`config.mk`:
```
export PLATFORM = sky130hd
export DESIGN_NAME = dmem_ctrl
export DESIGN_NICKNAME = d
export VERILOG_FILES = /design/src/rtl/dmem_ctrl.sv
export SDC_FILE = /design/constraint.sdc
export NUM_CORES = 2
export LEC_CHECK = 0
export CAP_MARGIN = 20
export CORE_MARGIN = 2
export CORE_UTILIZATION = 25
export CTS_BUF_LIST = sky130_fd_sc_hd__clkbuf_16
export DETAILED_ROUTE_END_ITERATION = 10
export PLACE_DENSITY = 0.37
export SYNTH_ARGS = -nofsm -noshare
export SYNTH_HDL_FRONTEND = slang
export SYNTH_SLANG_ARGS = --single-unit
```
`constraint.sdc`:
```
create_clock -name clk -period 6 [get_ports clk]
set_clock_uncertainty 0.2 [all_clocks]
set_input_delay 0.9 -clock clk [delete_from_list [all_inputs] [get_ports clk]]
set_output_delay 0.9 -clock clk [all_outputs]
set_load 0.01 [all_outputs]
```
`src/rtl/dmem_ctrl.sv`:
```
// ============================================================================
// dmem_ctrl : 32-bit data memory, byte/half/word access, post-reset clear sweep
// Option    : DMEM_CTRL_MISALIGN_CHECK_EN rejects misaligned half/word accesses
// Rev 1.0
// ============================================================================
`default_nettype none

module dmem_ctrl #(
    parameter int DEPTH_WORDS = 64,
    parameter int ADDR_W      = 32
) (
    input  logic              clk,
    input  logic              rst_n,
    input  logic              req_valid,
    output logic              req_ready,
    input  logic              req_we,
    input  logic [2:0]        req_size,
    input  logic [ADDR_W-1:0] req_addr,
    input  logic [31:0]       req_wdata,
    output logic              resp_valid,
    output logic [31:0]       resp_rdata,
    output logic              resp_err,
    output logic              init_done
);

    localparam int IDX_W = $clog2(DEPTH_WORDS);
    localparam logic [IDX_W-1:0] C_LAST_IDX = IDX_W'(DEPTH_WORDS - 1);

    localparam logic [0:0] ST_CLEAR = 1'b0;
    localparam logic [0:0] ST_RUN   = 1'b1;

    logic [0:0]       state_q, state_d;
    logic [IDX_W-1:0] cnt_q, cnt_d;
    logic             init_done_q;
    logic             resp_valid_q, resp_valid_d;
    logic             resp_err_q, resp_err_d;
    logic [31:0]      resp_rdata_q, resp_rdata_d;

    logic [31:0]      mem [DEPTH_WORDS];

    logic [IDX_W-1:0] w_idx;
    logic             w_is_byte, w_is_half, w_is_word, w_size_ok;
    logic             w_misalign, w_err, w_accept, w_store;
    logic [1:0]       w_off;
    logic [3:0]       w_be;
    logic [31:0]      w_wdata_sh, w_rword, w_rsh, w_load;

    assign w_idx     = req_addr[IDX_W+1:2];
    assign w_is_byte = (req_size[1:0] == 2'b01);
    assign w_is_half = (req_size[1:0] == 2'b10);
    assign w_is_word = (req_size == 3'b011);
    assign w_size_ok = w_is_byte | w_is_half | w_is_word;

`ifdef DMEM_CTRL_MISALIGN_CHECK_EN
    assign w_misalign = (w_is_half & req_addr[0]) | (w_is_word & (req_addr[1:0] != 2'b00));
`else
    assign w_misalign = 1'b0;
`endif

    assign w_err    = ~w_size_ok | w_misalign;
    assign w_accept = req_valid & (state_q == ST_RUN);
    assign w_store  = w_accept & req_we & ~w_err;

    // Halves and words ignore the low address bits, which force-aligns them.
    assign w_off = w_is_word ? 2'b00 :
                   w_is_half ? {req_addr[1], 1'b0} : req_addr[1:0];
    assign w_be  = w_is_word ? 4'b1111 :
                   w_is_half ? (req_addr[1] ? 4'b1100 : 4'b0011) :
                   (4'b0001 << req_addr[1:0]);

    assign w_wdata_sh = req_wdata << {w_off, 3'b000};
    assign w_rword    = mem[w_idx];
    assign w_rsh      = w_rword >> {w_off, 3'b000};

    always_comb begin
        w_load = w_rsh;
        if (w_is_byte) begin
            w_load = {{24{~req_size[2] & w_rsh[7]}}, w_rsh[7:0]};
        end else if (w_is_half) begin
            w_load = {{16{~req_size[2] & w_rsh[15]}}, w_rsh[15:0]};
        end
    end

    always_ff @(posedge clk) begin
        if (state_q == ST_CLEAR) begin
            mem[cnt_q] <= 32'h0;
        end else if (w_store) begin
            for (int b = 0; b < 4; b++) begin
                if (w_be[b]) begin
                    mem[w_idx][8*b +: 8] <= w_wdata_sh[8*b +: 8];
                end
            end
        end
    end

    always_comb begin
        state_d = state_q;
        cnt_d   = cnt_q;
        if (state_q == ST_CLEAR) begin
            cnt_d = cnt_q + 1'b1;
            if (cnt_q == C_LAST_IDX) begin
                state_d = ST_RUN;
            end
        end
    end

    always_comb begin
        resp_valid_d = w_accept;
        resp_err_d   = resp_err_q;
        resp_rdata_d = resp_rdata_q;
        if (w_accept) begin
            resp_err_d   = w_err;
            resp_rdata_d = (req_we | w_err) ? 32'h0 : w_load;
        end
    end

    always_ff @(posedge clk or negedge rst_n) begin
        if (!rst_n) begin
            state_q      <= ST_CLEAR;
            cnt_q        <= '0;
            init_done_q  <= 1'b0;
            resp_valid_q <= 1'b0;
            resp_err_q   <= 1'b0;
            resp_rdata_q <= 32'h0;
        end else begin
            state_q      <= state_d;
            cnt_q        <= cnt_d;
            init_done_q  <= (state_d == ST_RUN);
            resp_valid_q <= resp_valid_d;
            resp_err_q   <= resp_err_d;
            resp_rdata_q <= resp_rdata_d;
        end
    end

    assign req_ready  = (state_q == ST_RUN);
    assign init_done  = init_done_q;
    assign resp_valid = resp_valid_q;
    assign resp_err   = resp_err_q;
    assign resp_rdata = resp_rdata_q;

endmodule

`default_nettype wire
```
==> results.tsv <==
metric	value	unit
dpl cell area	91400	um^2
CTS Buffer Depth	4	
utilization after layout	0.302	
largest net degree at the start of global routing	65	
Top delay family on crit path	simple AND/OR/NAND/NOR gates	
R2R cell count	8	
DRT Wirelength	268000	um
I/O Pins	107	
setup_tns	0	ps
Clk Latency, worst-skew pair	930	ps
Worst Setup EP	mem[16][19]$_DFFE_PP_	
initial core utilization	0.251	
buffers and inverters on the worst path	2	
Avg Vias per Cell	4.59	
Slew @ Worst Pin	1120	ps
Synth Register Bits	2089	
crit path launch type	input pin	
most numerous cell on the critical path	nand2_1	
synth unique cells	66	
dpl cells	8597	
core area	327000	um^2
area of the die	332000	um^2
outcome	complete, no violations	
DRC viols	0	
yosys warns	0	
post-route ant nets	0	
syn avg cell area	21.0	um^2
hold slack	279	ps
CP endpoint kind	register	
CTS Sinks	2089	
clk root buf	clkbuf_16	
r2r endpoint	mem[16][19]$_DFFE_PP_	
Max-Cap Viols	0	
Max IR drop VDD	0.226	mV
initial antenna violation count	16	
GPL Wtd Cong	0.804	
clock slew seen by the registers of the worst setup and hold paths	50	ps
Worst EP arrival	5210	ps
Synth-to-Final Area Change	20.4	%
hold wc startpoint	resp_rdata[26]$_DFFE_PN0N_	
DR vias	41500	
Row Count	210	
Crit-path slowest cell	nor2_2	
gr ovfl total	0	
final hold violations	0	
nets@finish	4569	
post-synthesis instance total	3909	
CTS H-tree lvls	4	
Wirelength per Cell	29.6	um
Tcrit/Tclk final	0.821	
Main synth FF type	edfxtp_1	
EDFF count, synth	2048	
layout cells sized above 1	0.304	
PD cells	308	nW/um^2
Num CTS Buffers	240	
worst path cell trace	clkdlybuf4s50_1, inv_1, ha_1, a21oi_1, nand2_2, mux2i_1, nand2_1, nor2_2, nand2_1, nor2_1	
min Tclk post-route	4930	ps
Leakage Power	26.4	nW
Max Fanout on Critical Path	9	
CP required	6290	ps
Synthesized Nets	3984	
Post-Layout Cell Count	9040	
port buffer count	82	
FMAX	203	MHz
register-to-register setup slack	1810	ps
DPL Wire Length	179000	um
Synth Cell Area	81900	um^2
WP depth	10	
worst setup path startpoint	req_size[0]	
Seq/Total Area, Yosys	0.763	
vias in the first global route	43500	
Synth async-reset ratio	0.0196	
Vert. Die Dim	576	um
CTS tree	yes	
Min-Delay Path Class	register to register	
Setup Buffers After CTS	0	
1st-iter DRT viols	3957	
Slew Viols, Final	0	
first-pass GRT wire length	369000	um
Setup CP Type	input pin to register	
final instance area	98600	um^2
Crit Reg-Reg Startpoint	init_done$_DFF_PN0_	
Final Setup Violations	0	
RSZ-0062 raised after global routing	no	
CP peak stage delay	800	ps
DIE WIDTH	576	um
Total GRT Usage	0.159	
First-pass DRT Iterations	5	
Slew headroom	0.254	
-- cell families (layout without fill, tap and decap cells) --
group,count (synthesis),after routing,synth area share
AND/OR/NAND/NOR,672,672,0.0342
adder cells (fa/ha/maj),4,4,0.000611
buffers and inverters,225,1000,0.0137
XOR/XNOR,5,5,0.000534
flip-flops,2089,2089,0.763
other,0,10,0
AO/OA/AOI/OAI,278,278,0.0238
multiplexers,636,636,0.164
-- cells in the mapped netlist (all sizes together), types with 4 or more instances --
cell type	instances	area, um^2
nor2b	16	100
buf	108	686
a211oi	14	105
a311oi	9	78.8
o21ai	36	180
a22o	13	114
a22oi	68	510
nor2	322	1210
nor4	4	25.0
and2	11	68.8
mux2i	61	611
a31oi	10	62.6
a2111oi	4	41.3
ha	4	50.1
o211ai	6	45.0
edfxtp	2048	61500
a221oi	17	155
nand2	222	833
inv	7	26.3
o22ai	5	31.3
a21oi	54	270
mux2	11	124
clkbuf	109	409
dfrtp	41	1030
nand3	38	190
a21boi	8	60.1
nand2b	6	37.5
nor3	10	50.1
mux4	564	12700
xnor2	4	35.0
o21a	5	37.5
and3	29	181
-- registers in the layout (all words and copies together), names as in the netlist --
name	cells
mem	2048
resp_rdata	32
cnt_q	6
init_done	1
resp_err	1
resp_valid	1
-- worst min-delay path, cell delays in order (launching register included) --
cell	delay, ps
dfrtp_1	340
nand2_1	50
o21ai_0	60
-- through the flow --
step | setup WS [ps] | total power, W
3_5_place_dp | 154 | 0.0172
5_1_grt | 924 | 0.0313
3_3_place_gp | -410 | 0.0172
4_1_cts | 1100 | 0.0308
6_report | 1070 | 0.0303
2_1_floorplan | 19.8 | 0.0166
-- power breakdown --
part	total [W]	internal (W)	switching (W)
registers	0.0158	0.0158	0
clock network	0.0135	0.00761	0.00591
logic	0.00105	0.000366	0.000683
-- cell type report --
cell class,count,area [um^2]
multi-input combinational,1595,18600
clock inverter,189,1080
tap,4346,5440
timing repair buffer,560,4830
sequential,2089,62500
inverter,8,35.0
antenna,10,25.0
fill,31700,228000
clock buffer,243,6080
-- placed cells by master, fill, tap and decap left out, types with 9 or more instances in the layout --
master | synthesis | layout
edfxtp_1 | 2048 | 2048
mux4_2 | 564 | 564
buf_4 | 26 | 442
nor2_1 | 322 | 300
clkbuf_16 | 0 | 243
nand2_1 | 222 | 216
clkdlybuf4s50_1 | 0 | 75
clkinv_1 | 1 | 69
inv_1 | 7 | 68
a22oi_1 | 68 | 68
mux2i_1 | 61 | 61
a21oi_1 | 54 | 54
dfrtp_1 | 41 | 41
clkinv_2 | 0 | 38
nand3_1 | 38 | 36
buf_12 | 0 | 33
o21ai_0 | 30 | 30
and3_1 | 29 | 21
nor2_4 | 0 | 17
a221oi_1 | 16 | 16
a22o_1 | 13 | 13
nor2b_1 | 16 | 12
mux2_2 | 11 | 11
diode_2 | 0 | 10
nor3_1 | 10 | 10
and2_1 | 11 | 9
a31oi_1 | 10 | 9
a311oi_1 | 9 | 9
-- what timing repair did --
| action | in CTS | in global routing |
|---|---|---|
| endpoints found under the setup margin | 0 | 0 |
| hold buffers | 1 | 0 |
| hold endpoints to repair | 41 | 0 |
| gates resized for setup | 0 | 0 |
-- layer usage --
| metal | routed length, um | vias to the layer above | track usage |
|---|---|---|---|
| met5 | 0 | - | 0 |
| met4 | 7650 | 0 | 0.0438 |
| met3 | 11000 | 334 | 0.0217 |
| met2 | 130000 | 972 | 0.266 |
| met1 | 119000 | 22700 | 0.218 |
| li1 | - | 17500 | - |
-- worst min-delay path by stage --
| stage | end | cells past startpoint |
|---|---|---|
| floorplan | cnt_q[5]$_DFFE_PN0N_ | 1 |
| global placement | resp_rdata[24]$_DFFE_PN0N_ | 2 |
| detailed placement | resp_rdata[26]$_DFFE_PN0N_ | 2 |
| CTS | resp_rdata[26]$_DFFE_PN0N_ | 2 |
| global route | resp_rdata[26]$_DFFE_PN0N_ | 2 |
| finish | resp_rdata[26]$_DFFE_PN0N_ | 2 |
No activity file was read; power rests on OpenSTA's default activity.
